### src/rtl/id_ex_pipe_reg.sv
// ID/EX pipeline register: captures decoded operands and control for EX; optional IDEX_PERF_CNT_EN adds bubble/stall counters.
// Latency: one clk from id_* to ex_*; every output is registered, with no input-to-output path.
// Backpressure: stall holds all contents, flush loads a bubble, and a synchronous rst_n overrides both.
module id_ex_pipe_reg #(
    parameter int WORD_LENGTH = 32
) (
    input  logic                   clk,
    input  logic                   rst_n,
    input  logic                   stall,
    input  logic                   flush,
    input  logic                   id_valid,
    input  logic [WORD_LENGTH-1:0] id_pc_plus4,
    input  logic [WORD_LENGTH-1:0] id_read_data1,
    input  logic [WORD_LENGTH-1:0] id_read_data2,
    input  logic [WORD_LENGTH-1:0] id_sign_ext_imm,
    input  logic [4:0]             id_rs,
    input  logic [4:0]             id_rt,
    input  logic [4:0]             id_rd,
    input  logic [2:0]             id_alu_op,
    input  logic                   id_alu_src,
    input  logic                   id_reg_dst,
    input  logic                   id_mem_read,
    input  logic                   id_mem_write,
    input  logic                   id_mem_to_reg,
    input  logic                   id_reg_write,
    output logic                   ex_valid,
    output logic [WORD_LENGTH-1:0] ex_pc_plus4,
    output logic [WORD_LENGTH-1:0] ex_read_data1,
    output logic [WORD_LENGTH-1:0] ex_read_data2,
    output logic [WORD_LENGTH-1:0] ex_sign_ext_imm,
    output logic [4:0]             ex_rs,
    output logic [4:0]             ex_rt,
    output logic [4:0]             ex_rd,
    output logic [2:0]             ex_alu_op,
    output logic                   ex_alu_src,
    output logic                   ex_reg_dst,
    output logic                   ex_mem_read,
    output logic                   ex_mem_write,
    output logic                   ex_mem_to_reg,
`ifdef IDEX_PERF_CNT_EN
    output logic                   ex_reg_write,
    output logic [15:0]            ex_bubble_cnt,
    output logic [15:0]            ex_stall_cnt
`else
    output logic                   ex_reg_write
`endif
);

    typedef struct packed {
        logic                   valid;
        logic [WORD_LENGTH-1:0] pc_plus4;
        logic [WORD_LENGTH-1:0] read_data1;
        logic [WORD_LENGTH-1:0] read_data2;
        logic [WORD_LENGTH-1:0] sign_ext_imm;
        logic [4:0]             rs;
        logic [4:0]             rt;
        logic [4:0]             rd;
        logic [2:0]             alu_op;
        logic                   alu_src;
        logic                   reg_dst;
        logic                   mem_read;
        logic                   mem_write;
        logic                   mem_to_reg;
        logic                   reg_write;
    } idex_t;

    idex_t id_dat;
    idex_t ex_dat;

    // State-changing control is squashed for a non-instruction; the datapath still loads.
    always_comb begin
        id_dat              = '0;
        id_dat.valid        = id_valid;
        id_dat.pc_plus4     = id_pc_plus4;
        id_dat.read_data1   = id_read_data1;
        id_dat.read_data2   = id_read_data2;
        id_dat.sign_ext_imm = id_sign_ext_imm;
        id_dat.rs           = id_rs;
        id_dat.rt           = id_rt;
        id_dat.rd           = id_rd;
        id_dat.alu_op       = id_alu_op;
        id_dat.alu_src      = id_alu_src;
        id_dat.reg_dst      = id_reg_dst;
        id_dat.mem_read     = id_mem_read  & id_valid;
        id_dat.mem_write    = id_mem_write & id_valid;
        id_dat.mem_to_reg   = id_mem_to_reg;
        id_dat.reg_write    = id_reg_write & id_valid;
    end

    always_ff @(posedge clk) begin
        if (!rst_n) begin
            ex_dat <= '0;
        end else if (flush) begin
            ex_dat <= '0;
        end else if (!stall) begin
            ex_dat <= id_dat;
        end
    end

    assign ex_valid        = ex_dat.valid;
    assign ex_pc_plus4     = ex_dat.pc_plus4;
    assign ex_read_data1   = ex_dat.read_data1;
    assign ex_read_data2   = ex_dat.read_data2;
    assign ex_sign_ext_imm = ex_dat.sign_ext_imm;
    assign ex_rs           = ex_dat.rs;
    assign ex_rt           = ex_dat.rt;
    assign ex_rd           = ex_dat.rd;
    assign ex_alu_op       = ex_dat.alu_op;
    assign ex_alu_src      = ex_dat.alu_src;
    assign ex_reg_dst      = ex_dat.reg_dst;
    assign ex_mem_read     = ex_dat.mem_read;
    assign ex_mem_write    = ex_dat.mem_write;
    assign ex_mem_to_reg   = ex_dat.mem_to_reg;
    assign ex_reg_write    = ex_dat.reg_write;

`ifdef IDEX_PERF_CNT_EN
    logic [15:0] bubble_cnt;
    logic [15:0] stall_cnt;

    // Saturating counters: a stall that coincides with a flush counts as a bubble only.
    always_ff @(posedge clk) begin
        if (!rst_n) begin
            bubble_cnt <= '0;
            stall_cnt  <= '0;
        end else begin
            if (flush && bubble_cnt != 16'hFFFF)
                bubble_cnt <= bubble_cnt + 16'd1;
            if (stall && !flush && stall_cnt != 16'hFFFF)
                stall_cnt <= stall_cnt + 16'd1;
        end
    end

    assign ex_bubble_cnt = bubble_cnt;
    assign ex_stall_cnt  = stall_cnt;
`endif

endmodule
### config.mk
export PLATFORM = sky130hd
export DESIGN_NAME = id_ex_pipe_reg
export DESIGN_NICKNAME = d
export VERILOG_FILES = /design/src/rtl/id_ex_pipe_reg.sv
export SDC_FILE = /design/constraint.sdc
export NUM_CORES = 1
export LEC_CHECK = 0
export ABC_CLOCK_PERIOD_IN_PS = 900
export BUFFER_PORTS_ARGS = -buffer_cell sky130_fd_sc_hd__buf_4
export CORE_ASPECT_RATIO = 0.7
export CORE_MARGIN = 2
export CORE_UTILIZATION = 44
export CTS_CLUSTER_DIAMETER = 80
export DETAILED_ROUTE_END_ITERATION = 10
export GPL_TIMING_DRIVEN = 0
export HOLD_SLACK_MARGIN = 0.03
export PLACE_DENSITY = 0.91
export SYNTH_ARGS = -nofsm -noshare
export SYNTH_HDL_FRONTEND = slang
export SYNTH_SLANG_ARGS = --single-unit
### constraint.sdc
create_clock -name clk -period 0.9 [get_ports clk]
set_input_delay 0 -clock clk [delete_from_list [all_inputs] [get_ports clk]]
set_output_delay 0 -clock clk [all_outputs]
set_load 0.02 [all_outputs]
# Word level (Yosys, flattened, before mapping)

Index checks and enable logic that the tools add are counted.

Register bits: 153
Output and inout port bits: 153
Word-level logic and storage cells: 20

Bitwise gates (word level): 4
Reductions and logical operators: 1

Operators by type and width:

| cell               | count |
|---|---|
| 1-bit bitwise AND  | 3 |
| 2-bit OR reduction | 1 |
| 1-bit inverter     | 1 |

# Depth between registers and ports, before layout

Gate-level depths: netlist of the first run.

Depth after elaboration: 2
Depth in mapped cells: 5
Gate-level depth less buffers: 2

# Worst setup path before layout of the first run

OpenSTA, ideal clock, no wires.

Path type: input port to flip-flop
From: in stall
To: reg ex_dat, in the netlist ex_alu_op[0]
Setup time: 0.128 ns
Arrival time: 0.619 ns
Setup slack: 0.153 ns
Cell stages on the path: 5
Path buffers: 3
Path through: buf_4 -> buf_12 -> buf_8 -> mux2i_1 -> nor2_1

RTL lines:

| element              | line | text |
|---|---|---|
| start, declared      | 9    | `input logic stall,` |
| end signal, assigned | 96   | `ex_dat <= id_dat;` |
| end, declared        | 68   | `idex_t ex_dat;` |

==> results of run 1 <==
## cell usage after synthesis
library cell  number  area (sq um)
dfxtp_1          153          3060
clkbuf_1           7          26.3
buf_12             1          20.0
buf_6              3          33.8
nor2_1           150           563
nand2b_4           1          13.8
mux2i_1          150          1500
a21oi_1            3          15.0
buf_2              9          45.0
nand3b_1           3          22.5
buf_8             14           210
buf_4              1          7.51
nand2_1            3          11.3
## where the power goes
| part | leakage (nW) | internal, mW | total, mW | switching, mW |
|---|---|---|---|---|
| Clock | 0.279 | 4.12 | 7.28 | 3.16 |
| Combinational | 3.70 | 1.75 | 3.11 | 1.36 |
| Sequential | 1.31 | 7.03 | 7.23 | 0.196 |
## tightest hold or removal path: cells and delay by family
kind	cells	cell delay, ps
buffers and inverters	2	300
muxes	1	90
and+or+nand+nor	1	80
## layout make-up
type / instances / area [sq um] / area share
diodes: 3 / 7.51 / 0.000680
flip-flops and latches: 153 / 3250 / 0.295
well taps: 162 / 203 / 0.0184
plain buffers: 35 / 343 / 0.0310
multi-input cells: 310 / 2130 / 0.193
repair buffers: 483 / 4530 / 0.410
clock inverters: 13 / 143 / 0.0129
clock buffers: 19 / 433 / 0.0392
## timing repair
| item | in CTS | in global routing |
|---|---|---|
| buffers inserted | 0 | 22 |
| hold buffers | 153 | 0 |
| gates cloned | 0 | 0 |
| endpoints found under the setup margin | 77 | 122 |
| endpoints found under the hold margin | 153 | 0 |
| resized for setup | 130 | 161 |
## worst max-delay path by stage
stage / from / endpoint / slack (ps) / cells after the start
after global placement: flush / ex_sign_ext_imm[30] / -70 / 5
after global routing: ex_read_data2[15] / ex_read_data2[15] / -240 / 3
after detailed placement: flush / ex_read_data2[4] / -80 / 5
after CTS: ex_rd[0] / ex_rd[0] / 0.05 / 1
after floorplan: stall / ex_alu_op[0] / 150 / 5
final: ex_read_data2[15] / ex_read_data2[15] / -170 / 3
## through the flow
step / setup WS (ps) / power (mW) / instances / area, sq um
CTS: 0.0502 / 17.0 / 1153 / 10500
detailed placement: -84.1 / 9.38 / 968 / 8050
finish: -170 / 17.6 / 1178 / 11000
global route: -235 / 18.1 / 1178 / 11000
global placement: -68.9 / 9.33 / 968 / 8050
floorplan: 153 / 8.34 / 498 / 5530
## layout by cell type (no fill, tap or decap), types with 4 or more instances in the layout
master,instances
dfxtp_2,147
nor2_1,150
inv_6,4
mux2i_1,149
dfxtp_1,4
clkbuf_16,17
dlygate4sd3_1,153
buf_4,192
clkbuf_1,9
buf_2,9
buf_6,142
buf_8,14
## kinds of logic after synthesis
family          share of synthesized area
buf+inv                            0.0620
compound gates                    0.00271
mux                                 0.271
simple gates                        0.110
flops                               0.554
## layer usage
metal	global-route usage	vias to the layer above
met2	0.620	441
met1	0.350	2946
li1	-	2662
met5	0	-
met3	0.0834	147
met4	0.170	2
==> results.py, run 1 <==
metrics = {
    "hold_path": {
        "hold_depth": 4,
        "min_to": "ex_mem_to_reg",
        "min-delay-start": "stall",
        "hold_class": "in -> reg",
    },
    "drt": {
        "wl_met3_um": 2270,
        "top_layer_used": "met5",
        "wl_per_cell_um": 23.3,
        "drc": 0,
        "wirelength_met1_um": 9160,
        "num_vias": 6198,
        "wl_met2_um": 14200,
        "wirelength_um": 27400,
        "first_pass_iters": 5,
        "ant_nets": 0,
        "drtIter0Drc": 308,
        "post_drt_via_cell_ratio": 5.26,
    },
    "yosys": {
        "syn_inst": 498,
        "synth_seq_cells": 153,
        "post_synth.cell_area_avg_sq_um": 11.1,
        "syn_nets": 655,
        "syn_area_sq_um": 5530,
        "synth_cell_type_count": 13,
        "yosys_warnings": 0,
        "ys_seq_area_frac": 0.554,
    },
    "critical_path": {
        "startpoint_type": "flip-flop",
        "cp_top_family": "multiplexers",
        "cp_cell_sequence": "buf_4 > mux2i_1 > nor2_1",
        "rr_startpoint": "ex_read_data2[15]",
        "cp_data_arrival_time_ps": 1370,
        "critical_path_class": "reg -> reg",
        "end_kind": "flip-flop",
        "reg2reg_to": "ex_read_data2[15]",
        "crit_path_max_incr_delay_ps": 400,
        "slowest_stage": "mux2i_1",
        "crit_path_max_fanout": 2,
        "worst_r2r_path_depth": 3,
        "path_buf_inv": 1,
        "r2r_slack_ps": -170,
        "worstPathRequired_ps": 1200,
    },
    "layout": {
        "fin_util": 0.895,
        "synthToLayoutAreaGrowth_pct": 99.6,
        "layout.nets": 1157,
        "drive_gt1_frac": 0.532,
        "fillers": 464,
    },
    "die": {
        "core_area_sq_um": 12300,
        "die_area_sq_um": 13500,
        "initial_core_util": 0.448,
        "die_x_um": 138,
        "fp-row-count": 34,
        "die_h_um": 97.8,
        "pin_count": 310,
    },
    "global_route": {
        "grt_usage": 0.333,
        "grt_max_degree": 17,
        "grt_overflow": 0,
        "antenna_found_initial": 4,
        "grt_pass1_vias": 6368,
        "grt_pass1_wl_um": 35200,
    },
    "status": {
        "violations": "setup timing",
        "status": "finished, violations left",
    },
    "sta": {
        "worst_pin_slew_ps": 575,
        "slew_headroom": 0.617,
        "hold_violations": 0,
        "finalCriticalPeriod_ps": 1070,
        "hold_ws_ps": 83.6,
        "finalSetupViolCount": 28,
        "fin_crit_sh": 1.19,
        "max_freq_ghz": 0.934,
        "rsz0062_at_grt": "yes",
        "tns_ps": -450,
        "skew_ps": 0,
        "slew_violations": 0,
        "post-route-worst-setup-slack_ps": -170,
    },
    "cts": {
        "cts.path.max_buffers": 2,
        "cts_max_level": 4,
        "clk_pin_slew_ps": 70,
        "clk_latency_ps": 410,
        "cts_inserted_buffers": 17,
        "clock_sinks": 153,
        "cts_tree": "built",
        "cts_root_buffer": "clkbuf_16",
    },
    "place": {
        "io_buffers": 308,
        "hpwl_um": 11600,
        "place_congestion": 0.811,
    },
    "power": {
        "irDropWorstVdd_uv": 1480,
        "p_leak_nw": 5.29,
        "power.density_nw_per_um2": 1600,
    },
    "run": {
        "drv_cap": 0,
    },
}
Note: power is estimated with default switching activity, not from simulation.
==> run 2: changes to the inputs <==
--- a/config.mk
+++ b/config.mk
@@ -9,12 +9,12 @@
 export BUFFER_PORTS_ARGS = -buffer_cell sky130_fd_sc_hd__buf_4
 export CORE_ASPECT_RATIO = 0.7
 export CORE_MARGIN = 2
-export CORE_UTILIZATION = 44
+export CORE_UTILIZATION = 30
 export CTS_CLUSTER_DIAMETER = 80
 export DETAILED_ROUTE_END_ITERATION = 10
 export GPL_TIMING_DRIVEN = 0
 export HOLD_SLACK_MARGIN = 0.03
-export PLACE_DENSITY = 0.91
+export PLACE_DENSITY = 0.69
 export SYNTH_ARGS = -nofsm -noshare
 export SYNTH_HDL_FRONTEND = slang
 export SYNTH_SLANG_ARGS = --single-unit
==> run 2 against run 1 <==
The flow now finishes without violations. Total power decreased by 2.0%. Flip-flop and latch count is the same. Clock power fell by 2%. Fmax increased by 20%. Combinational power down 6.4%. Register-to-register slack better by 240 ps. Non-clock buffer count fell by 5. Wire length decreased by 27%. Critical endpoint is now ex_pc_plus4[13]. Sequential share of layout area is 0.28 points lower. Critical path depth shrank 2.
==> results.py, run 2 (synthesis results as in run 1) <==
metrics = {
    "sta": {
        "finalSetupViolCount": 0,
        "slew_headroom": 0.549,
        "tns_ps": 0,
        "post-route-worst-setup-slack_ps": 7.20,
        "worst_pin_slew_ps": 676,
        "slew_violations": 0,
        "rsz0062_at_grt": "yes",
        "skew_ps": 0,
        "finalCriticalPeriod_ps": 893,
        "fin_crit_sh": 0.992,
        "max_freq_ghz": 1.12,
        "hold_violations": 0,
    },
    "drt": {
        "drc": 0,
        "drtIter0Drc": 269,
        "first_pass_iters": 4,
        "wl_per_cell_um": 16.1,
        "post_drt_via_cell_ratio": 4.35,
        "num_vias": 5412,
        "ant_nets": 0,
        "wirelength_um": 20100,
    },
    "place": {
        "hpwl_um": 12000,
        "io_buffers": 308,
        "place_congestion": 0.752,
        "dp_slack_ps": -284,
    },
    "power": {
        "p_total_mw": 17.3,
        "irDropWorstVdd_uv": 835,
        "p_leak_nw": 5.26,
        "power.density_nw_per_um2": 1550,
    },
    "layout": {
        "fillers": 1383,
        "num_antenna_cells": 0,
        "drive_gt1_frac": 0.533,
        "synthToLayoutAreaGrowth_pct": 102,
        "final_cell_mix": "buf_4 (173), buf_6 (156), dfxtp_2 (153), dlygate4sd3_1 (153)",
        "final_common_cell": "buf_4",
        "layout.nets": 1152,
    },
    "critical_path": {
        "crit_cells": 1,
        "crit_start": "ex_pc_plus4[13]",
        "critical_path_class": "reg -> out",
        "cp_top_family": "flip-flops",
        "worst_r2r_path_depth": 3,
        "crit_path_max_incr_delay_ps": 350,
        "cp_data_arrival_time_ps": 890,
        "startpoint_type": "flip-flop",
        "cp_cell_sequence": "buf_6",
        "crit_path_max_fanout": 2,
        "rr_startpoint": "ex_sign_ext_imm[4]",
        "worstPathRequired_ps": 900,
        "end_kind": "output port",
        "slowest_stage": "dfxtp_2",
        "path_buf_inv": 1,
    },
    "global_route": {
        "gr-usage-met2": 0.360,
        "grt_pass1_vias": 5976,
        "use_met1": 0.224,
        "gr-usage-met3": 0.0636,
        "antenna_found_initial": 0,
        "busiest_layer": "met2",
        "grt_max_degree": 17,
        "grt_pass1_wl_um": 31500,
        "grt_overflow": 0,
        "grt_usage": 0.201,
    },
    "die": {
        "initial_core_util": 0.306,
        "core_area_sq_um": 18100,
        "fp-row-count": 41,
        "die_h_um": 118,
        "pin_count": 310,
        "die_x_um": 166,
        "die_area_sq_um": 19600,
    },
    "cts": {
        "clock_sinks": 153,
        "cts_tree": "built",
        "clk_pin_slew_ps": 70,
        "cts_root_buffer": "clkbuf_16",
        "cts.path.max_buffers": 2,
        "cts_max_level": 4,
        "clk_latency_ps": 400,
        "cts_inserted_buffers": 17,
    },
    "hold_path": {
        "min-delay-start": "stall",
        "hold_class": "in -> reg",
        "hold_depth": 4,
    },
    "status": {
        "status": "complete, no violations",
    },
    "run": {
        "drv_cap": 0,
    },
}
run 2: final timing paths:
check | endpoint | slack, ps
min | ex_mem_to_reg | 90
max | ex_pc_plus4[13] | 7
min reg2reg | ex_mem_read | 480
max reg2reg | ex_sign_ext_imm[4] | 70
run 2: repair_timing:
| action | in CTS | in global routing |
|---|---|---|
| setup buffers | 1 | 16 |
| resized for setup | 274 | 32 |
| endpoints found under the hold margin | 153 | 0 |
| hold buffers | 153 | 0 |
| setup endpoints to repair | 139 | 136 |
run 2: final cells by class:
type | instances | area, sq um | area share
plain buffers | 35 | 343 | 0.0307
clock inverters | 12 | 140 | 0.0126
well taps | 236 | 295 | 0.0265
repair buffers | 478 | 4550 | 0.408
multi-input cells | 310 | 2130 | 0.191
clock buffers | 20 | 447 | 0.0401
flip-flops and latches | 153 | 3250 | 0.292
run 2: per-stage QoR:
step / instance area, sq um / cells / utilization / hold slack, ps
detailed placement: 8140 / 1042 / 0.451 / 237
finish: 11200 / 1244 / 0.618 / 90.0
global route: 11200 / 1244 / 0.618 / 106
global placement: 8140 / 1042 / 0.451 / 228
floorplan: 5530 / 498 / - / 144
CTS: 11000 / 1228 / 0.607 / 53.8
run 2: routing by layer:
metal | wire, um | vias to the layer above
li1 | - | 2640
met1 | 8160 | 2527
met2 | 10200 | 205
met3 | 1230 | 40
met4 | 520 | 0
met5 | 0 | -
run 2: report_power, final:
part           internal (mW)  leakage, nW  total (mW)  switching, mW
Combinational           1.74         3.68        2.91           1.17
Sequential              7.04         1.32        7.20          0.166
Clock                   4.20        0.266        7.16           2.96
Total                   13.0         5.26        17.3           4.30
